### src/rtl/btn_debounce_pkg.sv
// Shared state encoding and 16 MHz timing defaults for the user-button debouncer.
package btn_debounce_pkg;

    typedef enum logic [1:0] {
        BTN_RELEASED      = 2'b00,
        BTN_PRESS_CHECK   = 2'b01,
        BTN_PRESSED       = 2'b10,
        BTN_RELEASE_CHECK = 2'b11
    } btn_state_e;

    localparam int unsigned BTN_DEBOUNCE_CYCLES_16MHZ   = 16000;
    localparam int unsigned BTN_LONG_PRESS_CYCLES_16MHZ = 8000000;

    // Counter width for a terminal count of cycles-1; never narrower than 1 bit.
    function automatic int unsigned btn_cnt_width(input int unsigned cycles);
        return (cycles < 2) ? 1 : $clog2(cycles);
    endfunction

endpackage

### src/rtl/btn_debounce_sync_2ff.sv
// Two-flop synchroniser for a single asynchronous pin, synchronous reset to 0.
module sync_2ff (
    input  logic clk,
    input  logic rst,
    input  logic d,
    output logic q
);

    logic meta_q;
    logic sync_q;

    always_ff @(posedge clk) begin
        if (rst) begin
            meta_q <= 1'b0;
            sync_q <= 1'b0;
        end else begin
            meta_q <= d;
            sync_q <= meta_q;
        end
    end

    assign q = sync_q;

endmodule

### src/rtl/btn_debounce.sv
// User-button debouncer: sync, per-edge stability check, press/release/long pulses, press count.
// Long-press detection is built only when BTN_LONG_PRESS_EN is defined.
module btn_debounce
    import btn_debounce_pkg::*;
#(
    parameter int unsigned DEBOUNCE_CYCLES   = BTN_DEBOUNCE_CYCLES_16MHZ,
    parameter int unsigned LONG_PRESS_CYCLES = BTN_LONG_PRESS_CYCLES_16MHZ,
    parameter int unsigned BTN_ACTIVE_LOW    = 0
) (
    input  logic       clk_16mhz,
    input  logic       rst,
    input  logic       btn_usr,
    output logic       btn_level,
    output logic       btn_press,
    output logic       btn_release,
    output logic       btn_long,
    output logic [7:0] press_count
);

    localparam int unsigned       DB_W    = btn_cnt_width(DEBOUNCE_CYCLES);
    localparam logic [DB_W-1:0]   DB_LAST = DB_W'(DEBOUNCE_CYCLES - 1);

    logic       pin_in;
    logic       s;

    btn_state_e      state_q, state_d;
    logic [DB_W-1:0] db_cnt_q, db_cnt_d;
    logic            level_q, level_d;
    logic            press_q, press_d;
    logic            release_q, release_d;
    logic [7:0]      count_q, count_d;

    assign pin_in = (BTN_ACTIVE_LOW != 0) ? ~btn_usr : btn_usr;

    sync_2ff u_sync (
        .clk (clk_16mhz),
        .rst (rst),
        .d   (pin_in),
        .q   (s)
    );

    always_comb begin
        state_d   = state_q;
        db_cnt_d  = db_cnt_q;
        press_d   = 1'b0;
        release_d = 1'b0;
        count_d   = count_q;
        unique case (state_q)
            BTN_RELEASED: begin
                if (s) begin
                    state_d  = BTN_PRESS_CHECK;
                    db_cnt_d = '0;
                end
            end
            BTN_PRESS_CHECK: begin
                if (!s) begin
                    state_d  = BTN_RELEASED;
                    db_cnt_d = '0;
                end else if (db_cnt_q == DB_LAST) begin
                    state_d  = BTN_PRESSED;
                    db_cnt_d = '0;
                    press_d  = 1'b1;
                    count_d  = count_q + 8'd1;
                end else begin
                    db_cnt_d = db_cnt_q + DB_W'(1);
                end
            end
            BTN_PRESSED: begin
                if (!s) begin
                    state_d  = BTN_RELEASE_CHECK;
                    db_cnt_d = '0;
                end
            end
            BTN_RELEASE_CHECK: begin
                if (s) begin
                    state_d  = BTN_PRESSED;
                    db_cnt_d = '0;
                end else if (db_cnt_q == DB_LAST) begin
                    state_d   = BTN_RELEASED;
                    db_cnt_d  = '0;
                    release_d = 1'b1;
                end else begin
                    db_cnt_d = db_cnt_q + DB_W'(1);
                end
            end
            default: begin
                state_d  = BTN_RELEASED;
                db_cnt_d = '0;
            end
        endcase
        // Level is registered from the next state so it moves on the same edge as the pulses.
        level_d = (state_d == BTN_PRESSED) || (state_d == BTN_RELEASE_CHECK);
    end

    always_ff @(posedge clk_16mhz) begin
        if (rst) begin
            state_q   <= BTN_RELEASED;
            db_cnt_q  <= '0;
            level_q   <= 1'b0;
            press_q   <= 1'b0;
            release_q <= 1'b0;
            count_q   <= 8'd0;
        end else begin
            state_q   <= state_d;
            db_cnt_q  <= db_cnt_d;
            level_q   <= level_d;
            press_q   <= press_d;
            release_q <= release_d;
            count_q   <= count_d;
        end
    end

`ifdef BTN_LONG_PRESS_EN
    localparam int unsigned     LP_W    = btn_cnt_width(LONG_PRESS_CYCLES);
    localparam logic [LP_W-1:0] LP_LAST = LP_W'(LONG_PRESS_CYCLES - 1);

    logic [LP_W-1:0] long_cnt_q, long_cnt_d;
    logic            long_done_q, long_done_d;
    logic            long_q, long_d;

    // The counter only advances in steady PRESSED; a release bounce pauses it but never re-arms.
    always_comb begin
        long_cnt_d  = long_cnt_q;
        long_done_d = long_done_q;
        long_d      = 1'b0;
        if (press_d) begin
            long_cnt_d  = '0;
            long_done_d = 1'b0;
        end else if ((state_q == BTN_PRESSED) && s && !long_done_q) begin
            if (long_cnt_q == LP_LAST) begin
                long_d      = 1'b1;
                long_done_d = 1'b1;
            end else begin
                long_cnt_d = long_cnt_q + LP_W'(1);
            end
        end
    end

    always_ff @(posedge clk_16mhz) begin
        if (rst) begin
            long_cnt_q  <= '0;
            long_done_q <= 1'b0;
            long_q      <= 1'b0;
        end else begin
            long_cnt_q  <= long_cnt_d;
            long_done_q <= long_done_d;
            long_q      <= long_d;
        end
    end

    assign btn_long = long_q;
`else
    assign btn_long = 1'b0;
`endif

    assign btn_level   = level_q;
    assign btn_press   = press_q;
    assign btn_release = release_q;
    assign press_count = count_q;

endmodule

### config.mk
export PLATFORM = sky130hd
export DESIGN_NAME = btn_debounce
export DESIGN_NICKNAME = d
export VERILOG_FILES = /design/src/rtl/btn_debounce_pkg.sv /design/src/rtl/btn_debounce_sync_2ff.sv /design/src/rtl/btn_debounce.sv
export SDC_FILE = /design/constraint.sdc
export NUM_CORES = 1
export LEC_CHECK = 0
export BUFFER_PORTS_ARGS = -buffer_cell sky130_fd_sc_hd__buf_2
export CAP_MARGIN = 5
export CORE_MARGIN = 1.5
export CORE_UTILIZATION = 40
export DETAILED_ROUTE_END_ITERATION = 12
export HOLD_SLACK_MARGIN = 0.03
export SLEW_MARGIN = 20
export SYNTH_ARGS = -nofsm -noshare
export SYNTH_HDL_FRONTEND = slang
export SYNTH_SLANG_ARGS = --single-unit
### constraint.sdc
create_clock -name clk_16mhz -period 2.15 [get_ports clk_16mhz]
set_input_delay 0.43 -clock clk_16mhz [delete_from_list [all_inputs] [get_ports clk_16mhz]]
set_output_delay 0.43 -clock clk_16mhz [all_outputs]
set_load 0.03 [all_outputs]
Yosys cells after proc, flatten, opt, wreduce, memory -nomap -nowiden
Cells that the tools add are included.
W data, S select, Z words.
- register bits after elaboration: 29
- input port bits: 3
- output and inout bits: 12
- word-level logic and storage cells: 41
- $add $sub $neg: 2
- equality and inequality tests: 8
- mux-type cells: 14
- bitwise logic cells: 3
- reductions and logical operators: 6
- operators by type and width (kind ; count):
    $mux W14 ; 5
    $pmux W14 S4 ; 1
    $add A14 B1 Y14 const B ; 1
    $eq A14 B14 Y1 const B ; 1
    $mux W2 ; 6
    $add A8 B1 Y8 const B ; 1
    $eq A2 B2 Y1 const B ; 4
    $pmux W2 S4 ; 1
    $reduce_or A3 Y1 ; 2
    $not A1 Y1 ; 3
    $reduce_and A3 Y1 ; 1
    $eq A2 B1 Y1 const B ; 1
    $logic_not A2 Y1 ; 1
    $ne A2 B1 Y1 const B ; 1
    $ne A2 B2 Y1 const B ; 1
    $reduce_and A2 Y1 ; 1
    $logic_or A1 B1 Y1 ; 1
    $mux W1 ; 1

Depth between registers and ports, before layout
- word-level depth: 6
- mapped depth: 7
- gate-level depth less buffers: 5

Cells and area by module
A second synthesis with hierarchy kept.
- cells, all modules: 158
- area, all modules: 1386.3 um^2
- by module, submodules not included (module ; times used ; cells each ; area an instance (um^2) ; sequential area each (um^2)):
    btn_debounce ; 1 ; 154 ; 1333.8 ; 540.5
    sync_2ff ; 1 ; 4 ; 52.6 ; 40.0

Least setup slack after synthesis
Ideal clock, no wire load.
- path kind: reg-to-reg
- from: register db_cnt_q[0]
- to: register count_q[3] (netlist: press_count[3])
- library setup time: 70 ps
- arrival: 1901 ps
- required time: 2080 ps
- setup slack: 178 ps
- cell stages (with the launch flop): 7
- buffers on the path: 1
- clock period less this slack: 1972 ps
- cells stage by stage: dfxtp_1 ha_1 nand2_1 or4_1 buf_2 or4_1 a21oi_1
- cells in the longest elaborated chain, start to end: 2
- RTL lines (element ; RTL line ; source):
    start, declared ; btn_debounce.sv:27 ; logic [DB_W-1:0] db_cnt_q, db_cnt_d;
    start signal, assigned ; btn_debounce.sv:105 ; db_cnt_q <= db_cnt_d;
    $eq A14 B14 Y1 ; btn_debounce.sv:59 ; end else if (db_cnt_q == DB_LAST) begin
    $reduce_and A3 Y1 (no line) ; - ;
    end signal, assigned ; btn_debounce.sv:109 ; count_q <= count_d;
    end, declared ; btn_debounce.sv:31 ; logic [7:0] count_q, count_d;
Every way passes these cells.
A chain may end at the register's enable or synchronous reset.

Final worst setup path
- from: register db_cnt_q[0]
- to: register count_q[1] (netlist: press_count[1])
The elaborated chain is that of the path after synthesis.

==> flow_metrics.py <==
metrics = {
    "worst_setup_path": {
        "critPathRequiredTime_ns": 2.41,
        "cpLargestDelayFamily": "simple AND/OR/NAND/NOR gates",
        "slowest_stage": "or4_4",
        "path_depth": 6,
        "crit_path_max_fanout": 6,
        "crit_type": "flip-flop to flip-flop",
        "reg2regPathDepth": 6,
        "critPathCaptureType": "flip-flop",
        "cp_cell_sequence": "ha_2 > nand2_1 > buf_4 > or4_4 > or4_1 > a21oi_1",
        "path_buf_inv": 1,
        "cp.arrival_ns": 2.32,
        "cp-start-kind": "flip-flop",
        "cpPeakStageDelay_ns": 0.55,
    },
    "timing": {
        "rsz0062_at_grt": "no",
        "hold_viol": 0,
        "clock.fmax_ghz": 0.487,
        "report.final.slew_viol_count": 0,
        "fin_crit_sh_pct": 95.5,
        "maxSlewHeadroom_pct": 63.9,
        "tightestPinTransition_ns": 0.528,
        "setup_viol": 0,
        "period_needed_ns": 2.05,
        "finClkSkew_ns": 0.00786,
    },
    "logic_synthesis": {
        "yosys_warnings": 0,
        "synthFlopType": "dfxtp_1",
        "synthCells": 158,
        "synth.area.top_cells": "dfxtp_1, a21oi_1, or4_1",
        "syn_area_mm2": 0.00139,
        "synth-async-reset-ratio_pct": 0,
        "synth_cell_type_count": 40,
        "synth_commonest_cells": "dfxtp_1, a21oi_1, nand2_1",
        "synth_top_area_share_pct": 41.8,
        "synth_area_per_cell_um2": 8.80,
        "ys_ff_latch": 29,
        "syn-num-nets": 163,
        "synth_area_leader_cell": "dfxtp_1",
        "yosysMostFrequentCell": "dfxtp_1",
        "synth_edf_count": 0,
        "yosysSeqAreaShare_pct": 41.8,
    },
    "routing": {
        "drt_pass1_iterations": 4,
        "vias": 1285,
        "avgViaCountPerCell": 5.66,
        "postRouteWirelength_um": 3090,
        "postRouteAntennaNets": 0,
        "wl_per_cell_um": 13.6,
        "drt-initial-drc-count": 105,
        "drc": 0,
    },
    "floorplan": {
        "ios": 15,
        "initial_utilization_pct": 41.7,
        "fp.dieArea_mm2": 0.00384,
        "core-area_mm2": 0.00334,
        "fp.dieH_um": 62.0,
        "die_x_um": 62.0,
        "std_cell_rows": 21,
    },
    "final_layout": {
        "area_delta_synth_final_pct": 18.8,
        "layout-drive-gt1-share_pct": 19.9,
        "finish.utilization_pct": 49.5,
        "stdcell_count": 227,
        "layout.nets": 185,
        "fillers": 336,
        "n_antenna_cell": 0,
    },
    "clocking": {
        "cts_hold_buf": 0,
        "h-tree-depth": 2,
        "cts_resized": 2,
        "cts-root-buf": "clkbuf_4",
        "cts_buffer_depth": 2,
        "clock_latency_ns": 0.33,
        "clk_pin_slew_worst_paths_ns": 0.09,
        "cts_buffers": 5,
        "postCtsSetupRepairBufs": 0,
        "cts_sinks": 29,
        "cts_tree": "done",
    },
    "power_and_ir_drop": {
        "switching_share_pct": 20.6,
        "p_leak_uw": 0.000566,
        "p_switching_uw": 213,
        "p_per_area_mw_per_mm2": 629,
        "pwr-share-clk_pct": 44.8,
        "combPwrFrac_pct": 3.1,
        "seq_power_share_pct": 52.1,
        "p_int_uw": 825,
        "ir_worst_vdd_mv": 0.371,
    },
    "global_routing": {
        "grt_pass1_wl_um": 5040,
        "grt_overflow": 0,
        "grt_start_max_net_pins": 27,
        "grt_usage_pct": 18.2,
        "grt_pass1_vias": 1114,
        "antenna_found_initial": 0,
    },
    "worst_hold_path": {
        "hold_path_depth": 2,
        "min_path_type": "input port to flip-flop",
    },
    "job": {
        "drv_cap": 0,
    },
    "place": {
        "port_buffers": 13,
        "dp_cells": 219,
        "globalplace.congestion": 0.847,
        "hpwl_um": 2190,
    },
    "outcome": {
        "outcome": "complete, no violations",
    },
}
[flip-flops by register name, indices dropped and copies added, names as in the netlist]
name / cells
btn_level: 1
state_q: 2
press_count: 8
u_sync.meta_q: 1
btn_release: 1
db_cnt_q: 14
u_sync.q: 1
btn_press: 1
[placed cells by master (no fill, tap or decap), types with 2 or more instances in the layout]
| cell type | count |
|---|---|
| or3_1 | 3 |
| or4_1 | 6 |
| nor4_1 | 4 |
| dfxtp_1 | 29 |
| nor2b_1 | 3 |
| nand3_1 | 8 |
| nand4_1 | 2 |
| clkbuf_4 | 5 |
| o21ai_0 | 5 |
| or3b_1 | 2 |
| inv_1 | 4 |
| nand2b_1 | 2 |
| a41oi_1 | 2 |
| xor2_1 | 5 |
| a31oi_1 | 8 |
| a2111oi_0 | 2 |
| buf_4 | 11 |
| or4_4 | 2 |
| o31ai_1 | 6 |
| nor2_1 | 4 |
| nand2_1 | 12 |
| a21oi_1 | 12 |
| buf_2 | 13 |
| xnor2_1 | 3 |
| a211oi_1 | 2 |
| nor3_1 | 7 |
[worst reg2reg max path, delay by kind of cell, from the launching register on]
kind,cells,cell delay (ns)
DFF,1,0.39
buffers and inverters,1,0.16
and+or+nand+nor,3,1.06
adders and majority gates,1,0.23
AOI/OAI and AO/OA,1,0.14
[area by class of cell]
cell class	count	area [µm²]	share of cell area [%]
Clock buffer	7	55.1	3.33
Clock inverter	1	30.0	1.82
Inverter	4	15.0	0.909
Multi-Input combinational cell	116	766	46.4
Sequential cell	29	581	35.2
Tap cell	46	57.6	3.48
Timing Repair Buffer	24	148	8.94
[cells by family after synthesis]
group                      count (synthesis)  share of synthesized area (%)
buffers and inverters                     13                           3.87
DFF                                       29                           41.8
xor gates and xnor gates                   8                           5.04
adders and majority gates                  2                           1.80
AOI/OAI and AO/OA                         41                           19.2
other                                      1                          0.270
and+or+nand+nor                           64                           28.1
[worst paths after layout]
path	startpoint	endpoint	slack [ns]
worst max-delay path	db_cnt_q[0]	press_count[1]	0.1
worst max register to register	db_cnt_q[0]	press_count[1]	0.1
worst min-delay path	btn_usr	u_sync.meta_q	0.31
worst min register to register	u_sync.meta_q	u_sync.q	0.45
[stage by stage]
step                hold slack [ns]  total power [µW]  TNS (ns)  setup WS [ns]  instance area [µm²]
CTS                           0.303              1060         0         0.0819                 1650
global placement              0.417               585         0         0.0490                 1560
finish                        0.311              1040         0         0.0966                 1650
detailed placement            0.435               586   -0.0956        -0.0486                 1560
floorplan                     0.414               576         0          0.178                 1390
global route                  0.314              1070         0        0.00789                 1650
[power by group through the flow]
stage          registers, µW  logic [µW]  clock network (µW)
3_3_place_gp             554        31.4                   0
6_report                 541        32.0                 465
4_1_cts                  541        31.8                 487
2_1_floorplan            553        23.0                   0
5_1_grt                  542        35.4                 498
3_5_place_dp             554        31.7                   0
[per-layer routing]
layer	global-route usage (%)	routed length, µm	vias to the layer above
met1	22.9	1500	606
met4	7.29	32	0
li1	-	-	645
met5	0	0	-
met2	29.0	1460	30
met3	5.59	104	4
No activity file was read; power rests on OpenSTA's default activity.
